**config.mk**
```make
export PLATFORM = sky130hd
export DESIGN_NAME = maple_rx_flat
export DESIGN_NICKNAME = d
export VERILOG_FILES = /design/src/rtl/maple_pkg.sv /design/src/rtl/maple_rx_if.sv /design/src/rtl/maple_sync.sv /design/src/rtl/maple_rx.sv /design/src/flat_wrapper.sv
export SDC_FILE = /design/constraint.sdc
export NUM_CORES = 1
export LEC_CHECK = 0
export ABC_AREA = 1
export CAP_MARGIN = 20
export CORE_ASPECT_RATIO = 0.8
export CORE_MARGIN = 3
export CORE_UTILIZATION = 56
export DETAILED_ROUTE_END_ITERATION = 6
export DONT_BUFFER_PORTS = 1
export PLACE_DENSITY = 0.74
export SLEW_MARGIN = 20
export SYNTH_ARGS = -nofsm -noshare
export SYNTH_HDL_FRONTEND = slang
export SYNTH_SLANG_ARGS = --single-unit
```
**constraint.sdc**
```tcl
create_clock -name clk -period 1.4 [get_ports clk]
set_input_delay 0.21 -clock clk [delete_from_list [all_inputs] [get_ports clk]]
set_output_delay 0.21 -clock clk [all_outputs]
set_load 0.05 [all_outputs]
```
**src/rtl/maple_pkg.sv**
```systemverilog
// Shared types and constants for the Maple bus receiver.
package maple_pkg;

   typedef enum logic [1:0] {
      IDLE  = 2'd0,
      START = 2'd1,
      DATA  = 2'd2,
      END   = 2'd3
   } rx_state_e;

   localparam logic [2:0] START_FALLS = 3'd4;
   localparam logic [2:0] END_FALLS   = 3'd2;

   // Saturating increment for the small pattern-edge counter.
   function automatic logic [2:0] sat_inc3(input logic [2:0] v);
      return (v == 3'd7) ? v : v + 3'd1;
   endfunction

endpackage

```
**src/rtl/maple_rx_if.sv**
```systemverilog
// Byte stream from the Maple receiver to the FX2 slave-FIFO writer.
interface maple_rx_if;
   logic       menable;
   logic       mready;
   logic [7:0] mdata;

   modport master (output menable, output mready, output mdata);
   modport slave  (input  menable, input  mready, input  mdata);
endinterface

```
**src/rtl/maple_sync.sv**
```systemverilog
// Two-flop synchroniser plus previous-value stage for one Maple line.
module maple_sync (
   input  logic clk,
   input  logic reset,
   input  logic line,
   output logic level,
   output logic fall,
   output logic rise
);
   logic meta_r;
   logic sync_r;
   logic prev_r;

   // Lines idle high, so reset to 1 to avoid a spurious fall on release.
   always_ff @(posedge clk) begin
      if (reset) begin
         meta_r <= 1'b1;
         sync_r <= 1'b1;
         prev_r <= 1'b1;
      end else begin
         meta_r <= line;
         sync_r <= meta_r;
         prev_r <= sync_r;
      end
   end

   assign level = sync_r;
   assign fall  = prev_r & ~sync_r;
   assign rise  = ~prev_r & sync_r;
endmodule

```
**src/rtl/maple_rx.sv**
```systemverilog
// Maple bus receiver: start/end pattern detection and byte deserialisation.
// Define MAPLE_RX_CRC_EN to build the running-XOR frame check driving crc_err.
module maple_rx
   import maple_pkg::*;
#(
   parameter int IDLE_TIMEOUT = 1024
) (
   input  logic       clk,
   input  logic       reset,
   input  logic       sdcka,
   input  logic       sdckb,
   maple_rx_if.master mbus,
   output logic       frame_err,
   output logic       crc_err
);
   localparam int TW = $clog2(IDLE_TIMEOUT + 1);
   localparam logic [TW-1:0] TMO_MAX = TW'(IDLE_TIMEOUT);
   localparam logic [TW-1:0] TMO_ONE = TW'(1);

   logic a_lvl_s, a_fall_s, a_rise_s;
   logic b_lvl_s, b_fall_s, b_rise_s;

   maple_sync u_sync_a (.clk(clk), .reset(reset), .line(sdcka),
                        .level(a_lvl_s), .fall(a_fall_s), .rise(a_rise_s));
   maple_sync u_sync_b (.clk(clk), .reset(reset), .line(sdckb),
                        .level(b_lvl_s), .fall(b_fall_s), .rise(b_rise_s));

   rx_state_e     state_r, state_n;
   logic [2:0]    pat_cnt_r, pat_cnt_n;
   logic [2:0]    bit_cnt_r, bit_cnt_n;
   logic          phase_b_r, phase_b_n;
   logic [6:0]    shift_r, shift_n;
   logic [7:0]    mdata_r, mdata_n;
   logic          mready_r, mready_n;
   logic          menable_r, menable_n;
   logic          frame_err_r, frame_err_n;
   logic [1:0]    hold_r, hold_n;
   logic [TW-1:0] tmo_r, tmo_n;
   logic          a_edge_s, b_edge_s, clash_s, timeout_s;
   logic          abort_s, bit_s, bit_val_s;
   logic          enter_data_s, byte_done_s, frame_ok_s;

   // Next-state, deserialiser and output pulse decode.
   always_comb begin
      state_n      = state_r;
      pat_cnt_n    = pat_cnt_r;
      bit_cnt_n    = bit_cnt_r;
      phase_b_n    = phase_b_r;
      shift_n      = shift_r;
      mdata_n      = mdata_r;
      mready_n     = 1'b0;
      menable_n    = menable_r;
      frame_err_n  = 1'b0;
      hold_n       = (hold_r != 2'd0) ? hold_r - 2'd1 : 2'd0;
      abort_s      = 1'b0;
      bit_s        = 1'b0;
      bit_val_s    = 1'b0;
      enter_data_s = 1'b0;
      byte_done_s  = 1'b0;
      frame_ok_s   = 1'b0;
      a_edge_s     = a_fall_s | a_rise_s;
      b_edge_s     = b_fall_s | b_rise_s;
      clash_s      = a_edge_s & b_edge_s;
      timeout_s    = (tmo_r == TMO_MAX);

      if ((state_r == IDLE) || a_edge_s || b_edge_s) begin
         tmo_n = '0;
      end else if (timeout_s) begin
         tmo_n = tmo_r;
      end else begin
         tmo_n = tmo_r + TMO_ONE;
      end

      case (state_r)
         IDLE: begin
            if ((hold_r == 2'd0) && a_fall_s && b_lvl_s && !b_edge_s) begin
               state_n   = START;
               pat_cnt_n = 3'd0;
            end else begin
               state_n   = IDLE;
            end
         end
         START: begin
            if (timeout_s || clash_s) begin
               abort_s = 1'b1;
            end else if (a_rise_s) begin
               if (pat_cnt_r == START_FALLS) begin
                  state_n      = DATA;
                  menable_n    = 1'b1;
                  bit_cnt_n    = 3'd0;
                  phase_b_n    = 1'b0;
                  enter_data_s = 1'b1;
               end else begin
                  abort_s = 1'b1;
               end
            end else if (b_fall_s && !a_lvl_s) begin
               pat_cnt_n = sat_inc3(pat_cnt_r);
            end else begin
               pat_cnt_n = pat_cnt_r;
            end
         end
         DATA: begin
            if (timeout_s || clash_s) begin
               abort_s = 1'b1;
            end else if (!phase_b_r && a_fall_s) begin
               bit_s     = 1'b1;
               bit_val_s = b_lvl_s;
               phase_b_n = 1'b1;
            end else if (phase_b_r && b_fall_s) begin
               bit_s     = 1'b1;
               bit_val_s = a_lvl_s;
               phase_b_n = 1'b0;
            end else if (!phase_b_r && b_fall_s && a_lvl_s && (bit_cnt_r == 3'd0)) begin
               state_n   = END;
               pat_cnt_n = 3'd0;
            end else if (a_fall_s || b_fall_s) begin
               abort_s = 1'b1;
            end else begin
               state_n = DATA;
            end
         end
         END: begin
            if (timeout_s || clash_s) begin
               abort_s = 1'b1;
            end else if (a_fall_s) begin
               pat_cnt_n = sat_inc3(pat_cnt_r);
            end else if (b_rise_s) begin
               if (pat_cnt_r == END_FALLS) begin
                  state_n    = IDLE;
                  menable_n  = 1'b0;
                  hold_n     = 2'd2;
                  frame_ok_s = 1'b1;
               end else begin
                  abort_s = 1'b1;
               end
            end else begin
               pat_cnt_n = pat_cnt_r;
            end
         end
         default: begin
            state_n = IDLE;
         end
      endcase

      // Bits arrive MSB first; the eighth completes the byte.
      if (bit_s) begin
         if (bit_cnt_r == 3'd7) begin
            mdata_n     = {shift_r, bit_val_s};
            mready_n    = 1'b1;
            byte_done_s = 1'b1;
            bit_cnt_n   = 3'd0;
         end else begin
            shift_n     = {shift_r[5:0], bit_val_s};
            bit_cnt_n   = bit_cnt_r + 3'd1;
         end
      end else begin
         shift_n = shift_r;
      end

      if (abort_s) begin
         state_n     = IDLE;
         menable_n   = 1'b0;
         frame_err_n = 1'b1;
         hold_n      = 2'd2;
      end else begin
         frame_err_n = 1'b0;
      end
   end

   // State, counter and output registers.
   always_ff @(posedge clk) begin
      if (reset) begin
         state_r     <= IDLE;
         pat_cnt_r   <= 3'd0;
         bit_cnt_r   <= 3'd0;
         phase_b_r   <= 1'b0;
         shift_r     <= 7'd0;
         mdata_r     <= 8'h00;
         mready_r    <= 1'b0;
         menable_r   <= 1'b0;
         frame_err_r <= 1'b0;
         hold_r      <= 2'd0;
         tmo_r       <= '0;
      end else begin
         state_r     <= state_n;
         pat_cnt_r   <= pat_cnt_n;
         bit_cnt_r   <= bit_cnt_n;
         phase_b_r   <= phase_b_n;
         shift_r     <= shift_n;
         mdata_r     <= mdata_n;
         mready_r    <= mready_n;
         menable_r   <= menable_n;
         frame_err_r <= frame_err_n;
         hold_r      <= hold_n;
         tmo_r       <= tmo_n;
      end
   end

   assign mbus.menable = menable_r;
   assign mbus.mready  = mready_r;
   assign mbus.mdata   = mdata_r;
   assign frame_err    = frame_err_r;

`ifdef MAPLE_RX_CRC_EN
   logic [7:0] xor_r;
   logic       crc_err_r;

   // Running XOR over every byte of the frame, checksum byte included.
   always_ff @(posedge clk) begin
      if (reset) begin
         xor_r     <= 8'h00;
         crc_err_r <= 1'b0;
      end else begin
         if (enter_data_s) begin
            xor_r <= 8'h00;
         end else if (byte_done_s) begin
            xor_r <= xor_r ^ mdata_n;
         end else begin
            xor_r <= xor_r;
         end
         crc_err_r <= frame_ok_s && (xor_r != 8'h00);
      end
   end

   assign crc_err = crc_err_r;
`else
   logic unused_crc_s;
   assign unused_crc_s = enter_data_s ^ byte_done_s ^ frame_ok_s;
   assign crc_err      = 1'b0;
`endif
endmodule

```
**src/flat_wrapper.sv**
```systemverilog
// flat-port wrapper written by rule: the top's interface ports become plain ports
module maple_rx_flat import maple_pkg::*;
#(
   parameter int IDLE_TIMEOUT = 1024
)
  (clk, reset, sdcka, sdckb, frame_err, crc_err, mbus_menable, mbus_mready, mbus_mdata);
  maple_rx_if mbus_i ();
  input  logic clk;
  input  logic reset;
  input  logic sdcka;
  input  logic sdckb;
  output logic frame_err;
  output logic crc_err;
  output wire logic [$bits(mbus_i.menable)-1:0] mbus_menable;
  output wire logic [$bits(mbus_i.mready)-1:0] mbus_mready;
  output wire logic [$bits(mbus_i.mdata)-1:0] mbus_mdata;
  assign mbus_menable = mbus_i.menable;
  assign mbus_mready = mbus_i.mready;
  assign mbus_mdata = mbus_i.mdata;
  maple_rx #(.IDLE_TIMEOUT(IDLE_TIMEOUT)) u_core (.clk(clk), .reset(reset), .sdcka(sdcka), .sdckb(sdckb), .mbus(mbus_i), .frame_err(frame_err), .crc_err(crc_err));
endmodule
```
==> out/results.tsv <==
metric	value	unit
status	complete, but fails checks	
failing checks	negative hold slack, negative setup slack	
area leader, netlist	dfxtp_1	
synthesized area per cell	7.31	um2
WHS Path Cells	1	
Final Hold Vio Count	1	
post-synthesis cell type count	33	
Final TNS setup	-6.46	ns
drt total wl	7850	um
crit path launch	u_core.u_sync_b.prev_r	
Peak Freq	0.591	GHz
Vias	2558	
share of post-route cells with drive strength above 1	0.455	
antenna violations before repair	0	
Synth top area share	0.387	
gr ovfl total	0	
H-tree level count	2	
drt pass-1 iters	5	
DIE AREA	5080	um2
Inserted Diodes	0	
post-synthesis sequential area ratio	0.387	
CP Cell Sequence	buf_4 -> ha_4 -> nand2_2 -> nand2_4 -> nand2_1 -> nand3_1 -> nor2_2 -> nand2_2 -> inv_2 -> nor2_2 -> nor2_1	
RSZ-0062 raised after global routing	true	
Routed Antenna Nets	0	
final instance area	3480	um2
fin crit share	1.21	
CTS root buf	clkbuf_8	
Reg-to-Reg Start	u_core.u_sync_b.prev_r	
area added between synthesis and finish	46.0	%
Core ar.	3950	um2
CP Launch Type	flip-flop	
DRC errors left	0	
yosys warns	0	
Mapped Cells	326	
Cell Pwr Density	1410	nW/um2
hold slack	-0.00135	ns
via density per instance	5.74	
Num CTS Buffers	5	
Max FO, Critical Path	4	
FF-to-FF End	u_core.pat_cnt_r[0]	
Worst-Skew Late Latency	0.31	ns
placed insts	419	
Max stage delay on crit path	0.33	ns
Worst-Margin Slew	0.676	ns
Clock Tree Buf Depth	2	
largest net degree at the start of global routing	16	
Synthesized Nets	348	
hold crit path type	in2reg	
R2R depth	11	
Worst EP arrival	1.93	ns
setup violators final	40	
relative slew slack	0.548	
DP HPWL	3780	um
Fillers	177	
hold path start	sdcka	
total track usage	0.262	
NumNets Final	412	
reg-to-reg slack, setup	-0.29	ns
synthesis-stage register bit count	46	
clk slew on worst S/H paths	0.09	ns
Max VDD drop	0.948	mV
largest cells by area after synthesis	dfxtp_1 39%, ha_1 9.5%, nand2_1 8.7%, nor2_1 8.0%, inv_1 7.1%	
WP data required	1.63	ns
DP Area	2790	um2
I/O Buffers	0	
WHS Endpoint	u_core.u_sync_a.meta_r	
I/O pin cnt	16	
clock sink total	46	
Worst Setup End Kind	flip-flop	
synthesized area	2380	um2
count of pins over their slew limit	0	
initial core utilization	0.603	
GPL Wtd Cong	0.934	
die span in x	78.9	um
critical path class	reg2reg	
first-pass GRT wire length	10300	um
Die Height	64.3	um
TritonCTS clock tree	built	
number of cell rows	20	
worst clock skew	0.00436	ns
maxcap violations	0	
Slowest cell on crit path	dfxtp_2	
Final WS setup	-0.293	ns
vias in the first global route	2174	
final core area utilization	0.880	
initial DRC count	377	
Tmin final	1.69	ns
WL/cell	17.6	um
Post-Layout Cell Count	446	
leak pwr	1.52	nW
==> cells by family (layout without fill, tap and decap cells) <==
logic type / after synthesis / in the layout / synth area share
AND/OR/NAND/NOR: 157 / 159 / 0.311
buffers and inverters: 54 / 117 / 0.0872
AO/OA/AOI/OAI: 49 / 49 / 0.116
flip-flops: 46 / 46 / 0.387
adder cells (fa/ha/maj): 18 / 18 / 0.0945
other: 1 / 1 / 0.00157
XOR/XNOR: 1 / 1 / 0.00368
==> stage by stage <==
stage,total power [W],setup slack (ns)
floorplan,0.00242,-0.0283
global placement,0.00282,-0.181
detailed placement,0.00284,-0.233
CTS,0.00438,-0.157
global route,0.00513,-0.372
finish,0.00490,-0.293
==> how the worst max path moves through the flow <==
stage                          endpoint  slack [ns]  cells after the start
floorplan             u_core.shift_r[6]       -0.03                      9
global placement      u_core.shift_r[4]       -0.18                      9
detailed placement    u_core.shift_r[2]       -0.23                      9
CTS                   u_core.shift_r[4]       -0.16                      9
global route          u_core.shift_r[1]       -0.37                      8
finish              u_core.pat_cnt_r[0]       -0.29                     11
==> synth_stat cells (all sizes together) <==
cell,number
or3,1
dfxtp,46
clkbuf,2
inv,49
nor3b,1
nor2,55
nand2,60
xor2,1
nor3,6
nand4,4
a31oi,3
ha,18
or2,6
o21ai,24
nor4,1
conb,1
a21oi,22
buf,3
nand3,23
==> layout by cell type (no fill, tap or decap), types with 5 or more instances in the layout <==
cell | Yosys | layout
a21oi_1 | 21 | 16
a21oi_2 | 0 | 5
buf_4 | 1 | 50
buf_6 | 0 | 5
clkbuf_8 | 0 | 5
dfxtp_1 | 46 | 36
dfxtp_2 | 0 | 6
ha_1 | 18 | 8
ha_4 | 0 | 8
inv_1 | 45 | 30
inv_2 | 4 | 11
inv_4 | 0 | 6
nand2_1 | 55 | 39
nand2_2 | 3 | 13
nand2_4 | 2 | 8
nand3_1 | 22 | 19
nor2_1 | 51 | 39
nor2_2 | 3 | 15
o21ai_0 | 23 | 8
o21ai_2 | 0 | 12
==> report_power, final <==
part / switching (W) / internal, W
sequential: 0.000131 / 0.00144
clock: 0.000478 / 0.000715
combinational: 0.00126 / 0.000877
==> critical path, delay by kind of cell (launching register included) <==
kind	cells	cell delay, ns
AND/OR/NAND/NOR	8	0.87
flip-flops	1	0.33
buffers and inverters	2	0.25
adder cells (fa/ha/maj)	1	0.17
==> what timing repair did <==
item,CTS,global route
buffers inserted,8,5
gates resized for setup,68,56
endpoints found under the hold margin,14,3
pin swaps,33,29
gates cloned,2,0
hold buffers,1,3
endpoints found under the setup margin,40,40
==> flip-flops by register name (all words and copies together) (netlist names), 2 cells and up <==
signal / flops
u_core.shift_r: 7
u_core.tmo_r: 11
u_core.pat_cnt_r: 3
u_core.bit_cnt_r: 3
u_core.state_r: 2
u_core.mbus.mdata: 8
u_core.hold_r: 2
==> per-layer routing <==
| metal | wire length [um] | vias to the layer above | global-route usage |
|---|---|---|---|
| li1 | - | 1168 | - |
| met1 | 3190 | 1188 | 0.358 |
| met2 | 3700 | 167 | 0.403 |
| met3 | 710 | 35 | 0.0577 |
| met4 | 256 | 0 | 0.105 |
| met5 | 0 | - | 0 |
==> layout make-up <==
cell class / count / area (um2) / share of cell area
tap: 55 / 68.8 / 0.0198
clock inverter: 3 / 68.8 / 0.0198
timing repair buffer: 60 / 492 / 0.141
clock buffer: 5 / 68.8 / 0.0198
multi-input combinational: 228 / 1630 / 0.468
inverter: 49 / 209 / 0.0601
sequential: 46 / 943 / 0.271
Power figures use the tool's default switching activity.
